$ cat src/rtl/hit_score_unit.sv
// ============================================================================
// hit_score_unit
// ----------------------------------------------------------------------------
// Collision checker and score keeper for the dino runner.
// On every rising edge of the game tick (while the game is running and no
// collision has been recorded yet), the unit snapshots the dino and the three
// danger slots, then tests one slot per clk cycle. A collision raises a sticky
// hit flag plus a single-cycle hit_pulse. The unit also keeps a 4-digit BCD
// running score and a best score.
//
// Ports
//   clk            system clock
//   rst            synchronous active-high reset
//   game_tick      game tick level (from the slower game clock), sampled here
//   game_state     0 INIT, 1 START, 2 END, 3 RESET
//   dino_pos       dino bottom-edge y (y grows downward)
//   dino_behavior  0 sit, 1 stand
//   danger_posN    obstacle right-edge x for slot N
//   danger_typeN   0 low bird, 1 high bird, 2 small, 3 many, 4 big cactus,
//                  5..7 nothing
//   danger_enN     slot N valid
//   hit            sticky collision flag
//   hit_pulse      one-cycle pulse on the first detected collision
//   hit_slot       lowest-numbered slot that caused the hit, 0 if none
//   score_bcd      running score, 4 BCD digits
//   hi_score_bcd   best score, 4 BCD digits
//   overrun        sticky: a tick arrived while a check was still running
//
// FSM states
//   state | meaning
//   IDLE  | waiting for a tick edge in START with no hit recorded
//   CHK1  | testing slot 1 from the snapshot
//   CHK2  | testing slot 2 from the snapshot
//   CHK3  | testing slot 3, committing hit/hit_pulse/hit_slot/hi score
//   DONE  | hit_pulse visible (if any); returns to IDLE
// ============================================================================
module hit_score_unit #(
    parameter int GROUND_Y     = 400,
    parameter int DINO_X       = 40,
    parameter int DINO_W       = 40,
    parameter int DINO_STAND_H = 43,
    parameter int DINO_SIT_H   = 26,
    parameter int LOW_BIRD_LO  = 10,
    parameter int HIGH_BIRD_LO = 30
) (
    input  logic        clk,
    input  logic        rst,
    input  logic        game_tick,
    input  logic [1:0]  game_state,
    input  logic [9:0]  dino_pos,
    input  logic        dino_behavior,
    input  logic [9:0]  danger_pos1,
    input  logic [9:0]  danger_pos2,
    input  logic [9:0]  danger_pos3,
    input  logic [2:0]  danger_type1,
    input  logic [2:0]  danger_type2,
    input  logic [2:0]  danger_type3,
    input  logic        danger_en1,
    input  logic        danger_en2,
    input  logic        danger_en3,
    output logic        hit,
    output logic        hit_pulse,
    output logic [1:0]  hit_slot,
    output logic [15:0] score_bcd,
    output logic [15:0] hi_score_bcd,
    output logic        overrun
);

    localparam logic [1:0] GS_START = 2'd1;
    localparam logic [1:0] GS_RESET = 2'd3;

    localparam logic [9:0]  GROUND_Y10 = 10'(GROUND_Y);
    localparam logic [10:0] DX         = 11'(DINO_X);
    localparam logic [10:0] DW         = 11'(DINO_W);
    localparam logic [10:0] STAND_H    = 11'(DINO_STAND_H);
    localparam logic [10:0] SIT_H      = 11'(DINO_SIT_H);
    localparam logic [10:0] LOW_LO     = 11'(LOW_BIRD_LO);
    localparam logic [10:0] HIGH_LO    = 11'(HIGH_BIRD_LO);
    localparam logic [10:0] BIRD_H     = 11'd33;

    typedef enum logic [2:0] {
        IDLE,
        CHK1,
        CHK2,
        CHK3,
        DONE
    } state_t;

    state_t      state;

    logic        tick_cur;
    logic        tick_prev;
    logic        tick_edge;
    logic        run_ok;

    logic [9:0]  snap_dino_pos;
    logic        snap_dino_beh;
    logic [9:0]  snap_pos1;
    logic [9:0]  snap_pos2;
    logic [9:0]  snap_pos3;
    logic [2:0]  snap_type1;
    logic [2:0]  snap_type2;
    logic [2:0]  snap_type3;
    logic        snap_en1;
    logic        snap_en2;
    logic        snap_en3;

    logic        pending;
    logic [1:0]  first_slot;

    logic        sel_en;
    logic [2:0]  sel_type;
    logic [9:0]  sel_pos;
    logic [1:0]  sel_num;
    logic [10:0] jump_h;
    logic [10:0] dino_h;
    logic        chk_hit;
    logic        pend_final;
    logic [1:0]  slot_final;

    // ------------------------------------------------------------------------
    // Obstacle geometry and overlap test. All arithmetic is 11 bits wide and
    // only additions are used on the obstacle side, so nothing can underflow.
    // ------------------------------------------------------------------------
    function automatic logic slot_hit(
        input logic        en,
        input logic [2:0]  typ,
        input logic [9:0]  pos,
        input logic [10:0] jh,
        input logic [10:0] dh
    );
        logic [10:0] w;
        logic [10:0] ob_lo;
        logic [10:0] ob_hi;
        logic [10:0] p;
        logic        real_obj;
        logic        horiz;
        logic        vert;
        w        = 11'd0;
        ob_lo    = 11'd0;
        ob_hi    = 11'd0;
        real_obj = 1'b1;
        p        = {1'b0, pos};
        case (typ)
            3'd0: begin w = 11'd44; ob_lo = LOW_LO;  ob_hi = LOW_LO + BIRD_H;  end
            3'd1: begin w = 11'd44; ob_lo = HIGH_LO; ob_hi = HIGH_LO + BIRD_H; end
            3'd2: begin w = 11'd19; ob_hi = 11'd36; end
            3'd3: begin w = 11'd77; ob_hi = 11'd49; end
            3'd4: begin w = 11'd27; ob_hi = 11'd50; end
            default: real_obj = 1'b0;
        endcase
        horiz = (p > DX) && (p < DX + DW + w);
        vert  = (jh < ob_hi) && (ob_lo < jh + dh);
        return en && real_obj && horiz && vert;
    endfunction

    // BCD +1 with per-digit carry, holding at 9999.
    function automatic logic [15:0] bcd_inc(input logic [15:0] v);
        logic [15:0] r;
        logic        carry;
        r     = v;
        carry = 1'b1;
        if (v != 16'h9999) begin
            for (int i = 0; i < 4; i++) begin
                if (carry) begin
                    if (r[4*i +: 4] == 4'd9) begin
                        r[4*i +: 4] = 4'd0;
                    end else begin
                        r[4*i +: 4] = r[4*i +: 4] + 4'd1;
                        carry       = 1'b0;
                    end
                end
            end
        end
        return r;
    endfunction

    assign tick_edge = tick_cur & ~tick_prev;
    assign run_ok    = tick_edge && (game_state == GS_START) && !hit;

    // Slot currently under test, taken from the snapshot.
    always_comb begin
        sel_en   = 1'b0;
        sel_type = 3'd7;
        sel_pos  = 10'd0;
        sel_num  = 2'd0;
        case (state)
            CHK1: begin sel_en = snap_en1; sel_type = snap_type1; sel_pos = snap_pos1; sel_num = 2'd1; end
            CHK2: begin sel_en = snap_en2; sel_type = snap_type2; sel_pos = snap_pos2; sel_num = 2'd2; end
            CHK3: begin sel_en = snap_en3; sel_type = snap_type3; sel_pos = snap_pos3; sel_num = 2'd3; end
            default: ;
        endcase
    end

    // Jump height above ground; a dino at or below the ground line counts as 0.
    always_comb begin
        jump_h = 11'd0;
        if (snap_dino_pos < GROUND_Y10) begin
            jump_h = {1'b0, GROUND_Y10 - snap_dino_pos};
        end
        dino_h = snap_dino_beh ? STAND_H : SIT_H;
    end

    always_comb begin
        chk_hit    = slot_hit(sel_en, sel_type, sel_pos, jump_h, dino_h);
        pend_final = pending | chk_hit;
        slot_final = pending ? first_slot : sel_num;
    end

    always_ff @(posedge clk) begin
        if (rst) begin
            state         <= IDLE;
            tick_cur      <= 1'b0;
            tick_prev     <= 1'b0;
            snap_dino_pos <= 10'd0;
            snap_dino_beh <= 1'b0;
            snap_pos1     <= 10'd0;
            snap_pos2     <= 10'd0;
            snap_pos3     <= 10'd0;
            snap_type1    <= 3'd0;
            snap_type2    <= 3'd0;
            snap_type3    <= 3'd0;
            snap_en1      <= 1'b0;
            snap_en2      <= 1'b0;
            snap_en3      <= 1'b0;
            pending       <= 1'b0;
            first_slot    <= 2'd0;
            hit           <= 1'b0;
            hit_pulse     <= 1'b0;
            hit_slot      <= 2'd0;
            score_bcd     <= 16'h0000;
            hi_score_bcd  <= 16'h0000;
            overrun       <= 1'b0;
        end else begin
            tick_cur  <= game_tick;
            tick_prev <= tick_cur;
            hit_pulse <= 1'b0;

            if (game_state == GS_RESET) begin
                // Restart of a game: best score survives, everything else clears.
                state      <= IDLE;
                pending    <= 1'b0;
                first_slot <= 2'd0;
                hit        <= 1'b0;
                hit_slot   <= 2'd0;
                score_bcd  <= 16'h0000;
                overrun    <= 1'b0;
            end else begin
                if (run_ok) begin
                    score_bcd <= bcd_inc(score_bcd);
                end
                if (tick_edge && (state != IDLE)) begin
                    overrun <= 1'b1;
                end

                case (state)
                    IDLE: begin
                        if (run_ok) begin
                            snap_dino_pos <= dino_pos;
                            snap_dino_beh <= dino_behavior;
                            snap_pos1     <= danger_pos1;
                            snap_pos2     <= danger_pos2;
                            snap_pos3     <= danger_pos3;
                            snap_type1    <= danger_type1;
                            snap_type2    <= danger_type2;
                            snap_type3    <= danger_type3;
                            snap_en1      <= danger_en1;
                            snap_en2      <= danger_en2;
                            snap_en3      <= danger_en3;
                            pending       <= 1'b0;
                            first_slot    <= 2'd0;
                            state         <= CHK1;
                        end
                    end
                    CHK1, CHK2: begin
                        if (chk_hit && !pending) begin
                            first_slot <= sel_num;
                        end
                        pending <= pend_final;
                        state   <= (state == CHK1) ? CHK2 : CHK3;
                    end
                    CHK3: begin
                        // Commit on the way into DONE so the pulse is visible
                        // during the DONE cycle itself.
                        pending <= pend_final;
                        if (pend_final && !hit) begin
                            hit       <= 1'b1;
                            hit_pulse <= 1'b1;
                            hit_slot  <= slot_final;
                            if (score_bcd > hi_score_bcd) begin
                                hi_score_bcd <= score_bcd;
                            end
                        end
                        state <= DONE;
                    end
                    DONE: begin
                        state <= IDLE;
                    end
                    default: state <= IDLE;
                endcase
            end
        end
    end

endmodule

$ cat config.mk
export PLATFORM = sky130hd
export DESIGN_NAME = hit_score_unit
export DESIGN_NICKNAME = d
export VERILOG_FILES = /design/src/rtl/hit_score_unit.sv
export SDC_FILE = /design/constraint.sdc
export NUM_CORES = 1
export LEC_CHECK = 0
export ABC_AREA = 1
export CORE_MARGIN = 2
export CORE_UTILIZATION = 55
export CTS_CLUSTER_SIZE = 8
export DETAILED_ROUTE_END_ITERATION = 12
export DONT_BUFFER_PORTS = 1
export PLACE_DENSITY_LB_ADDON = 0.12
export SYNTH_ARGS = -nofsm -noshare
export SYNTH_HDL_FRONTEND = slang
export SYNTH_SLANG_ARGS = --single-unit
$ cat constraint.sdc
create_clock -name clk -period 6 [get_ports clk]
set_input_delay 0.6 -clock clk [delete_from_list [all_inputs] [get_ports clk]]
set_output_delay 0.6 -clock clk [all_outputs]
set_load 0.03 [all_outputs]
==> results.yml <==
global_routing:
  grt.total_usage_pct: 25.92
  antenna_found_initial: 0
  grt_pass1_wl_um: 23360
  grt_pass1_vias: 5051
  overflow: 0
  grt_max_degree: 79
finish:
  drive_gt1_share_pct: 4.286
  n_fill_cell: 1024
  num_antenna_cells: 0
  layout_common_cells: "nor2_1, nand2_1, inv_1, dfxtp_1, o21ai_0"
  final_nets: 931
  synthToLayoutAreaGrowth_pct: 4.694
  layout_commonest_cell: "nor2_1"
  stdcell_area_um2: 5861
clock_tree:
  cts.sinks: 98
  cts_resized: 0
  clk_path_buf_depth: 2
  root_buffer: "clkbuf_8"
  cts_hold_buffers: 0
  cts_setup_buffers: 0
  cts_htree_levels: 3
  clock_latency_ns: 0.38
  clkSlewWorstSetupHoldPaths_ns: 0.10
  cts_made_buffers: 9
  cts_tree: "yes"
synth:
  post_synth.cell_area_avg_um2: 6.593
  synth_edf_count: 0
  synth_cells: 849
  async_reset_ff_share_pct: 0
  synth-seq-area-share_pct: 35.05
  synth.distinct_cells: 36
  syn_nets: 945
  synthTopCellsByArea: "dfxtp_1, nor2_1, nand2_1"
  yosys.area.top_type: "dfxtp_1"
  synth_flop_cell: "dfxtp_1"
  ys_warn_count: 0
  synth_top_area_share_pct: 35.05
  synth_seq_cells: 98
  syn_area_um2: 5598
floorplan:
  fp.dieArea_um2: 11000
  initial_core_util_pct: 57.01
  core_area_um2: 9819
  io_pins: 95
  num_rows: 36
  die_h_um: 104.9
  die_w_um: 104.9
worst_setup_path:
  crit_required_ns: 6.32
  r2r_setup_slack_ns: 2.03
  crit_start: "state[1]"
  crit_arrival_ns: 4.29
  crit_type: "reg2reg"
  r2r_start: "state[1]"
  crit_fanout: 23
  r2r_end: "hi_score_bcd[14]"
  startpoint_type: "flip-flop"
  cp-endpoint: "hi_score_bcd[14]"
  critPathCaptureType: "flip-flop"
  rr_worst_depth: 20
routing:
  vias: 5222
  first_pass_iters: 5
  wl_per_cell_um: 14.24
  drtAntennaViolNets: 0
  drt_iter0_drc: 277
  viasPerCell: 5.367
  postRouteWirelength_um: 13860
  drc: 0
timing:
  finalSetupTns_ns: 0
  timing.final.ws_setup_ns: 2.029
  min_period_over_period_pct: 66.18
  slew_violations: 0
  relSlewSlack_pct: 19.66
  grt_setup_unrepaired: "no"
  tightest_slew_ns: 1.201
  finalSetupViolCount: 0
  fin_crit_ns: 3.971
  finClkSkew_ns: 0.01079
  fmax_ghz: 0.2518
  hold_viol: 0
min_path:
  hold_path_class: "in2reg"
placed_design:
  place_area_um2: 5667
  routabilityCongestion: 0.9198
  portBuffers: 0
  pre_cts_ws_ns: 2.088
  dp_hpwl_um: 10370
power:
  ir_worst_vdd_uv: 155.8
  cellLeakagePower_nw: 2.709
  powerDensity_nw_per_um2: 209.6
flow_run:
  max_cap_viol_count: 0
run_status:
  outcome: "finished clean"
through the flow:
stage | std cells | hold WS, ns | power, W | util (%)
after global routing | 973 | 0.2677 | 0.001277 | 59.68
after floorplan | 849 | 0.4104 | 0.0007761 | -
final | 973 | 0.2875 | 0.001228 | 59.68
after global placement | 957 | 0.4160 | 0.0007992 | 57.71
after CTS | 973 | 0.2764 | 0.001233 | 59.68
after detailed placement | 957 | 0.4362 | 0.0008034 | 57.71
cells in the mapped netlist (3+ instances only):
| cell | n |
|---|---|
| a211oi_1 | 3 |
| dfxtp_1 | 98 |
| o22ai_1 | 3 |
| a31oi_1 | 3 |
| clkbuf_1 | 22 |
| nor2_1 | 151 |
| nand4_1 | 29 |
| nand3b_1 | 3 |
| xor2_1 | 3 |
| o21ai_0 | 73 |
| nand3_1 | 37 |
| ha_1 | 38 |
| o211ai_1 | 3 |
| a21oi_1 | 54 |
| xnor2_1 | 3 |
| nand2_2 | 5 |
| inv_2 | 6 |
| inv_1 | 129 |
| buf_2 | 3 |
| nor3_1 | 13 |
| nand2_1 | 149 |
where the power goes:
part	total, W	leakage [nW]	switching (W)	internal [W]
clock	0.000438	0.0901	0.000243	0.000196
combinational	0.000117	1.83	0.0000784	0.0000391
sequential	0.000672	0.793	0.00000890	0.000663
total	0.00123	2.71	0.000330	0.000898
registers in the layout (all words and copies together), names as in the netlist, 3 cells and up:
| register | cells |
|---|---|
| snap_pos2 | 10 |
| hi_score_bcd | 16 |
| snap_type1 | 3 |
| snap_type3 | 3 |
| snap_pos3 | 10 |
| state | 3 |
| score_bcd | 16 |
| snap_type2 | 3 |
| snap_pos1 | 10 |
| snap_dino_pos | 10 |
cell type report:
type | count | area [µm²] | area share [%]
inverter | 136 | 510.5 | 8.711
clock buffer | 11 | 131.4 | 2.242
clock inverter | 5 | 62.56 | 1.067
sequential | 98 | 1962 | 33.48
timing repair buffer | 4 | 30.03 | 0.5124
multi-input combinational | 586 | 2998 | 51.15
tap | 133 | 166.4 | 2.839
critical path, stage by stage, from the launching register on:
cell	delay, ns
dfxtp_1	0.63
nand2_2	0.15
o21ai_0	0.16
nand3_1	0.17
nand2_1	0.17
nand2_1	0.10
nand2_1	0.10
inv_1	0.06
ha_1	0.18
xnor2_1	0.12
ha_1	0.30
a21oi_1	0.14
o21ai_0	0.11
nor3b_1	0.15
nor2_1	0.10
nand4_1	0.15
o21bai_4	0.50
nand3_4	0.32
nand2_1	0.15
inv_1	0.05
nor2_1	0.09
how the worst min path moves through the flow:
| stage | startpoint | endpoint | slack (ns) | depth (start not counted) |
|---|---|---|---|---|
| floorplan | tick_cur | tick_prev | 0.41 | 2 |
| global placement | tick_cur | tick_prev | 0.42 | 2 |
| detailed placement | tick_cur | tick_prev | 0.44 | 2 |
| CTS | rst | tick_cur | 0.28 | 1 |
| global route | rst | tick_cur | 0.27 | 1 |
| finish | rst | tick_cur | 0.29 | 1 |
kinds of logic after synthesis:
family / Yosys count / share of synthesized area (%)
AND/OR/NAND/NOR: 399 / 30.62
buffers and inverters: 165 / 11.40
AO/OA/AOI/OAI: 143 / 13.50
flip-flops: 98 / 35.05
adder cells (fa/ha/maj): 38 / 8.494
XOR/XNOR: 6 / 0.9389
routing by layer:
metal / global-route usage (%) / part of all wire (%) / vias up
li1: - / - / 2686
met1: 35.97 / 50 / 2392
met2: 40.26 / 44 / 125
met3: 5.989 / 5.2 / 19
met4: 7.429 / 1.6 / 0
met5: 0 / 0 / -
Power figures use the tool's default switching activity.
